===== config.mk =====
export PLATFORM = sky130hd
export DESIGN_NAME = citi_sample_sequencer
export DESIGN_NICKNAME = d
export VERILOG_FILES = /design/src/rtl/citi_sample_sequencer.sv
export SDC_FILE = /design/constraint.sdc
export NUM_CORES = 1
export LEC_CHECK = 0
export ABC_CLOCK_PERIOD_IN_PS = 4010
export CORE_MARGIN = 5
export CORE_UTILIZATION = 56
export DETAILED_ROUTE_END_ITERATION = 6
export GPL_TIMING_DRIVEN = 0
export PLACE_DENSITY = 0.74
export SYNTH_ARGS = -nofsm -noshare
export SYNTH_HDL_FRONTEND = slang
export SYNTH_SLANG_ARGS = --single-unit

===== constraint.sdc =====
create_clock -name clk30x_i -period 4.01 [get_ports clk30x_i]
set_clock_uncertainty 0.2 [all_clocks]
set_input_delay 0.401 -clock clk30x_i [delete_from_list [all_inputs] [get_ports clk30x_i]]
set_output_delay 0.401 -clock clk30x_i [all_outputs]
set_load 0.005 [all_outputs]

===== src/rtl/citi_sample_sequencer.sv =====
// rtl/citi_sample_sequencer.sv - paced sample streamer and result collector for the citi IIR summer
module citi_sample_sequencer #(
    parameter int N      = 8,
    parameter int W      = 16,
    parameter int PERIOD = 30,
    parameter int PASSES = 3,
    parameter int FDEPTH = 4
) (
    input  logic                 clk30x_i,
    input  logic                 rst_n_i,
    input  logic                 load_we_i,
    input  logic [$clog2(N)-1:0] load_addr_i,
    input  logic [W-1:0]         load_data_i,
    input  logic                 start_i,
    output logic [W-1:0]         xin_o,
    output logic                 donext_o,
    input  logic [W-1:0]         yout_i,
    output logic                 res_valid_o,
    input  logic                 res_ready_i,
    output logic [31:0]          res_data_o,
    output logic [$clog2(N)-1:0] res_idx_o,
    output logic                 busy_o,
    output logic                 done_o,
    output logic                 ovf_o
);

    localparam int AW    = $clog2(N);
    localparam int TOTAL = PASSES * N;
    localparam int KW    = $clog2(TOTAL) + 1;
    localparam int TW    = $clog2(PERIOD);
    localparam int FW    = $clog2(FDEPTH);

    // WAIT is entered with PERIOD-1 after start (the start edge itself counts as
    // one clock) and PERIOD-2 after a strobe (the STROBE cycle counts as one).
    localparam logic [TW-1:0] T_FIRST = TW'(PERIOD - 1);
    localparam logic [TW-1:0] T_NEXT  = TW'(PERIOD - 2);
    localparam logic [KW-1:0] K_LAST  = KW'(TOTAL - 1);

    typedef enum logic [2:0] {
        S_IDLE,
        S_WAIT,
        S_STROBE,
        S_TAIL,
        S_FLUSH,
        S_DONE
    } state_t;

    state_t        state_q;
    logic [TW-1:0] timer_q;
    logic [KW-1:0] k_q;
    logic [W-1:0]  xin_q;
    logic          donext_q;
    logic          busy_q;
    logic          done_q;

    logic [W-1:0]  ram_q [N];

    logic [W-1:0]  fdata_q [FDEPTH];
    logic [AW-1:0] fidx_q  [FDEPTH];
    logic [FW-1:0] wr_q;
    logic [FW-1:0] rd_q;
    logic [FW:0]   cnt_q;
    logic          ovf_q;

    logic          start_acc;
    logic          cap_push;
    logic [AW-1:0] cap_idx;
    logic          fifo_full;
    logic          fifo_pop;
    logic          push_ok;

    assign start_acc = (state_q == S_IDLE) && start_i;

    // Sample RAM: host writes only while idle; contents survive reset.
    always_ff @(posedge clk30x_i) begin
        if (load_we_i && (state_q == S_IDLE)) begin
            ram_q[load_addr_i] <= load_data_i;
        end
    end

    // Capture happens on the edge that issues strobe k (k>=1) or enters FLUSH,
    // so yout still reflects the previous sample when it is taken.
    always_comb begin
        cap_push = 1'b0;
        cap_idx  = k_q[AW-1:0];
        if (timer_q == '0) begin
            if ((state_q == S_WAIT) && (k_q != '0)) begin
                cap_push = 1'b1;
                cap_idx  = AW'(k_q - KW'(1));
            end else if (state_q == S_TAIL) begin
                cap_push = 1'b1;
            end
        end
    end

    // Run sequencer: pacing timer, strobe counter and registered strobe outputs.
    always_ff @(posedge clk30x_i or negedge rst_n_i) begin
        if (!rst_n_i) begin
            state_q  <= S_IDLE;
            timer_q  <= '0;
            k_q      <= '0;
            xin_q    <= '0;
            donext_q <= 1'b0;
            busy_q   <= 1'b0;
            done_q   <= 1'b0;
        end else begin
            donext_q <= 1'b0;
            done_q   <= 1'b0;
            case (state_q)
                S_IDLE: begin
                    if (start_i) begin
                        state_q <= S_WAIT;
                        timer_q <= T_FIRST;
                        k_q     <= '0;
                        busy_q  <= 1'b1;
                    end
                end
                S_WAIT: begin
                    if (timer_q == '0) begin
                        state_q  <= S_STROBE;
                        donext_q <= 1'b1;
                        xin_q    <= ram_q[k_q[AW-1:0]];
                    end else begin
                        timer_q <= timer_q - TW'(1);
                    end
                end
                S_STROBE: begin
                    timer_q <= T_NEXT;
                    if (k_q == K_LAST) begin
                        state_q <= S_TAIL;
                    end else begin
                        k_q     <= k_q + KW'(1);
                        state_q <= S_WAIT;
                    end
                end
                S_TAIL: begin
                    if (timer_q == '0) begin
                        state_q <= S_FLUSH;
                    end else begin
                        timer_q <= timer_q - TW'(1);
                    end
                end
                S_FLUSH: begin
                    state_q <= S_DONE;
                    done_q  <= 1'b1;
                end
                S_DONE: begin
                    state_q <= S_IDLE;
                    busy_q  <= 1'b0;
                    k_q     <= '0;
                end
                default: begin
                    state_q <= S_IDLE;
                    busy_q  <= 1'b0;
                end
            endcase
        end
    end

    assign fifo_full = (cnt_q == (FW + 1)'(FDEPTH));
    assign fifo_pop  = res_valid_o && res_ready_i;
    assign push_ok   = cap_push && (!fifo_full || fifo_pop);

    // Result FIFO storage; no reset needed since cnt_q gates visibility.
    always_ff @(posedge clk30x_i) begin
        if (push_ok) begin
            fdata_q[wr_q] <= yout_i;
            fidx_q[wr_q]  <= cap_idx;
        end
    end

    // Result FIFO pointers, occupancy and sticky overflow flag.
    always_ff @(posedge clk30x_i or negedge rst_n_i) begin
        if (!rst_n_i) begin
            wr_q  <= '0;
            rd_q  <= '0;
            cnt_q <= '0;
            ovf_q <= 1'b0;
        end else begin
            if (push_ok) begin
                wr_q <= wr_q + FW'(1);
            end
            if (fifo_pop) begin
                rd_q <= rd_q + FW'(1);
            end
            case ({push_ok, fifo_pop})
                2'b10:   cnt_q <= cnt_q + (FW + 1)'(1);
                2'b01:   cnt_q <= cnt_q - (FW + 1)'(1);
                default: cnt_q <= cnt_q;
            endcase
            if (start_acc) begin
                ovf_q <= 1'b0;
            end else if (cap_push && !push_ok) begin
                ovf_q <= 1'b1;
            end
        end
    end

    assign res_valid_o = (cnt_q != '0);
    assign res_data_o  = res_valid_o ? {{(32 - W){fdata_q[rd_q][W-1]}}, fdata_q[rd_q]} : '0;
    assign res_idx_o   = res_valid_o ? fidx_q[rd_q] : '0;
    assign xin_o       = xin_q;
    assign donext_o    = donext_q;
    assign busy_o      = busy_q;
    assign done_o      = done_q;
    assign ovf_o       = ovf_q;

endmodule

======== Word level (Yosys, flattened, before mapping) ========
Memories as Yosys holds them, arrays and structs flattened. A register that Yosys moved wholly into a read port is not among the register bits.
Index checks and enable logic that the tools add are counted.
cells by class
  equality and inequality tests ........... 14
  add/subtract/negate cells ............... 7
  reductions and logical operators ........ 25
  bitwise operators ....................... 1
  multiplexer cells ....................... 30
operators with widths
  kind                                                                count
  32-bit 2-to-1 mux                                                   1
  3-bit 2-to-1 mux                                                    6
  6-bit one-hot mux with 3 select lines                               1
  3-bit one-hot mux with 5 select lines                               1
  5-bit one-hot mux with 3 select lines                               1
  1-bit 2-to-1 mux                                                    13
  6-bit 2-to-1 mux                                                    2
  5-bit 2-to-1 mux                                                    2
  3-bit == test, second input constant                                3
  3-bit AND reduction                                                 3
  3-bit nonzero test                                                  3
  6-bit by 1-bit adder with 6-bit output, second input constant       1
  3-bit by 2-bit == test with 1-bit output, second input constant     2
  6-bit by 5-bit == test with 1-bit output, second input constant     1
  1-bit logical AND                                                   6
  2-bit != test, second input constant                                3
  3-bit one-hot mux with 2 select lines                               1
  6-bit nonzero test                                                  1
  3-bit by 1-bit subtractor with 3-bit output, second input constant  2
  5-bit logical NOT                                                   1
  5-bit by 1-bit subtractor with 5-bit output, second input constant  1
  2-bit by 1-bit adder with 2-bit output, second input constant       2
  2-bit by 1-bit != test with 1-bit output, second input constant     2
  2-bit AND reduction                                                 2
  13 further kinds                                                    16
word-level totals
  input port bits ......................... 40
  RAM bits ................................ 204
  memories ................................ 3
  output and inout port bits .............. 56
  logic and storage cells ................. 90
  flip-flop bits (word level) ............. 25
memories
  name     depth  width  read ports  clocked after memory_dff  write ports  line  source
  ram_q    8      16     1           1                         1            56    logic [W-1:0] ram_q [N];
  fdata_q  4      16     1           0                         1            58    logic [W-1:0] fdata_q [FDEPTH];
  fidx_q   4      3      1           0                         1            59    logic [AW-1:0] fidx_q [FDEPTH];

======== Longest topological paths before layout ========
  word-level depth ........................ 9
  gate-level depth with buffers ........... 11

======== Least setup slack after synthesis ========
OpenSTA, ideal clock, no wires.
  path type ............................... register to register
  from .................................... register state_q[1]
  to ...................................... memory ram_q[1][0], enable pin
  setup slack ............................. 1.160 ns
  data required time ...................... 3.401 ns
  path buffers ............................ 1
  data arrival time ....................... 2.241 ns
  cell stages (with the launch flop) ...... 5
  cells stage by stage .................... dfrtp_1 -> clkbuf_1 -> nor3_1 -> nand3_1 -> nor3_1
on the way
  cells in the longest elaborated chain, start to end .. 4
ends and longest elaborated chain
  item                                    line  source
  from (decl)                             48    state_t state_q;
  from (signal assigned)                  99    state_q <= S_IDLE;
  from (signal assigned)                  112   state_q <= S_WAIT;
  from (signal assigned)                  120   state_q <= S_STROBE;
  3-bit logical NOT                       76    if (load_we_i && (state_q == S_IDLE)) begin
  1-bit logical AND                       76
  1-bit 2-to-1 mux                        76
  1-bit 2-to-1 mux (not written as such)  77    ram_q[load_addr_i] <= load_data_i;
  to (decl)                               56
No other way between the ends.

======== Worst setup path in the final report ========
  from .................................... register k_q[1]
  to ...................................... memory fdata_q[0][7], enable pin
on the way
  cells in the longest elaborated chain, start to end .. 7
ends and longest elaborated chain
  item                                    line  source
  from (decl)                             50    logic [KW-1:0] k_q;
  from (signal assigned)                  132   k_q <= k_q + KW'(1);
  6-bit nonzero test                      87    if ((state_q == S_WAIT) && (k_q != '0)) begin
  1-bit logical AND                       87
  1-bit 2-to-1 mux                        87
  1-bit 2-to-1 mux                        86    if (timer_q == '0) begin
  1-bit logical AND                       162   assign push_ok = cap_push && (!fifo_full || fifo_pop);
  1-bit 2-to-1 mux                        166   if (push_ok) begin
  1-bit 2-to-1 mux (not written as such)  167   fdata_q[wr_q] <= yout_i;
  to (decl)                               58
No other way between the ends.

==> impl_metrics.ini <==
[clock_network]
cts-resized-gates = 0
cts_buffers = 24
postCtsSetupBuffers = 0
cts_tree = yes
cts_buffer_depth = 3
clk_latency_ps = 510
cts_hold_buffers = 1
clk_pin_slew_ps = 60
cts.htree.levels = 1
clock-sinks = 245
clock-root-buffer = clkbuf_16

[detailed_routing]
drc = 0
viasPerCell = 5.58
ant_nets = 0
via_count = 5087
dr.max_layer_used = met5
first_pass_iters = 5
wl_mm = 19.3
dr_wl_met3_mm = 1.17
wl_per_cell_um = 21.2
first_iter_violations = 347
met2_length_mm = 10.1
met1_length_mm = 7.70

[pwr]
total_power_mw = 7.78
p_seq_frac = 0.404
p_switching_mw = 2.08
p_leak_nw = 4.08
power.internal_mw = 5.70
power.density_nw_per_um2 = 650
vdd_drop_max_mv = 0.515
p_clk_frac = 0.278
p_comb_frac = 0.318
p_sw_frac = 0.268

[synthesis]
synth_common_cells = 204 x edfxtp_1, 51 x mux4_2, 41 x dfrtp_1
synth-edff-count = 204
synthCells = 537
yosysSeqAreaShare = 0.728
synth_nets = 586
async_reset_ff_frac = 0.167
ys_warn_count = 0
syn_avg_cell_area_um2 = 18.3
synth.most_common_cell = edfxtp_1
synth_top_area_frac = 0.624
synth_area_um2 = 9820
yosys.area.top_type = edfxtp_1
synthFlopType = edfxtp_1
synthTopCellsByArea = edfxtp_1 62%, mux4_2 12%, dfrtp_1 10%, mux2i_1 1.8%, and2_1 1.5%
synth.distinct_cells = 48
yosys_register_bits = 245

[sta]
fmax_mhz = 278
worst-slew-pin-transition_ps = 1060
relSlewSlack = 0.295
fin_crit_sh = 0.899
min_period_ps = 3600
rsz0062_at_grt = no
hold_viol = 0
slew_violations = 0
setup_viol = 0

[placed_design]
dp.cells = 866
hpwlAfterDp_mm = 13.0
io_buffer_count = 95
gp_congestion = 0.770

[setup_path]
reg2regPathDepth = 8
critPathArrivalTime_ps = 3520
crit_fanout = 19
criticalPathCategory = reg2reg
critPathRequiredTime_ps = 3930
rrSetupSlack_ps = 410
crit_path_end_kind = register
worst_r2r_endpoint = fdata_q[0][7]
r2r_start = k_q[1]
startpoint_type = register

[global_routing]
antenna_found_initial = 1
grt_max_degree = 33
grt_usage = 0.197
grt_overflow = 0
first_global_vias = 5499
grt_pass1_wl_mm = 30.7

[die]
die_y_um = 142
initial_utilization = 0.570
core-area_um2 = 17200
die_w_um = 142
io_pins = 96
num_rows = 48
die-area_um2 = 20300

[cells_and_area]
multi_input_area_um2 = 2430
ff_latch_area_um2 = 7150
nNetsFinal = 717
area_growth_pct = 21.9
nFillCells = 1094
antenna_cells = 0
final_util = 0.695
finalNonFillerCells = 911
drive_gt1_frac = 0.206

[outcome]
status = complete, no violations

[job]
drv_cap = 0

[min_path]
min_path_type = in2async
logic make-up (layout without fill, tap and decap cells):
kind of cell / after synthesis / count (layout) / synth area share
adders and majority gates: 9 / 9 / 0.0122
AOI/OAI and AO/OA: 46 / 46 / 0.0268
DFF: 245 / 245 / 0.728
and+or+nand+nor: 106 / 106 / 0.0581
buffers and inverters: 49 / 198 / 0.0269
xor gates and xnor gates: 10 / 10 / 0.00892
muxes: 72 / 72 / 0.139
critical path, cell delays in order (launching register included):
cell and delay (ps):
dfrtp_1 360, clkbuf_1 410, buf_1 530, inv_1 90, ha_1 220, nand3_1 160
o21ai_2 140, nor2_2 240, and2_1 870
how the worst max path moves through the flow:
stage / slack, ps / end / startpoint / cells after the start
after floorplan: 1160 / ram_q[1][0] / state_q[1] / 4
after global placement: -40 / ram_q[0][14] / state_q[1] / 4
after detailed placement: 370 / fdata_q[2][14] / k_q[1] / 8
after CTS: 350 / fidx_q[0][0] / k_q[1] / 8
after global routing: 120 / fdata_q[1][6] / k_q[1] / 8
final: 410 / fdata_q[0][7] / k_q[1] / 8
flip-flops by register name, indices dropped and copies added, names as in the netlist:
signal,count
ram_q,128
fdata_q,64
xin_o,16
fidx_q,12
k_q,6
timer_q,5
cnt_q,3
state_q,3
rd_q,2
wr_q,2
busy_o,1
done_o,1
donext_o,1
ovf_o,1
layout make-up:
class	count	share of cell area
plain buffers	40	0.0192
clock buffers	29	0.0535
repair buffers	105	0.0900
inverters	9	0.00282
clock inverters	15	0.0103
multi-input cells	243	0.203
well taps	225	0.0235
flip-flops and latches	245	0.597
power groups by stage:
stage          combinational [mW]  sequential (mW)  clock [mW]
3_5_place_dp                 2.52             3.19           0
5_1_grt                      2.71             3.18        2.32
3_3_place_gp                 2.45             3.18           0
6_report                     2.47             3.14        2.16
2_1_floorplan                1.44             3.17           0
4_1_cts                      2.53             3.14        2.20
layer usage:
metal | track usage | up-vias
li1 | - | 2333
met1 | 0.257 | 2570
met2 | 0.351 | 144
met3 | 0.0306 | 38
met4 | 0.0465 | 2
met5 | 0 | -
through the flow:
step	hold WS, ps	instance area (um2)	setup WS (ps)	setup TNS [ps]
2_1_floorplan	-94.6	9820	1160	0
3_3_place_gp	272	11100	-37.9	-1100
3_5_place_dp	101	11200	373	0
4_1_cts	99.6	12000	348	0
5_1_grt	111	12000	118	0
6_report	101	12000	407	0
cells in the final DEF (no fill, tap or decap), types with 14 or more instances in the layout:
cell,n
nand2_1,15
nor2_1,27
a21oi_1,22
clkbuf_1,15
dfrtp_1,41
and2_1,24
clkdlybuf4s50_1,94
edfxtp_1,204
o21ai_0,14
mux4_2,51
mux2i_1,18
clkbuf_16,25
buf_4,16
No activity file was read; power rests on OpenSTA's default activity.
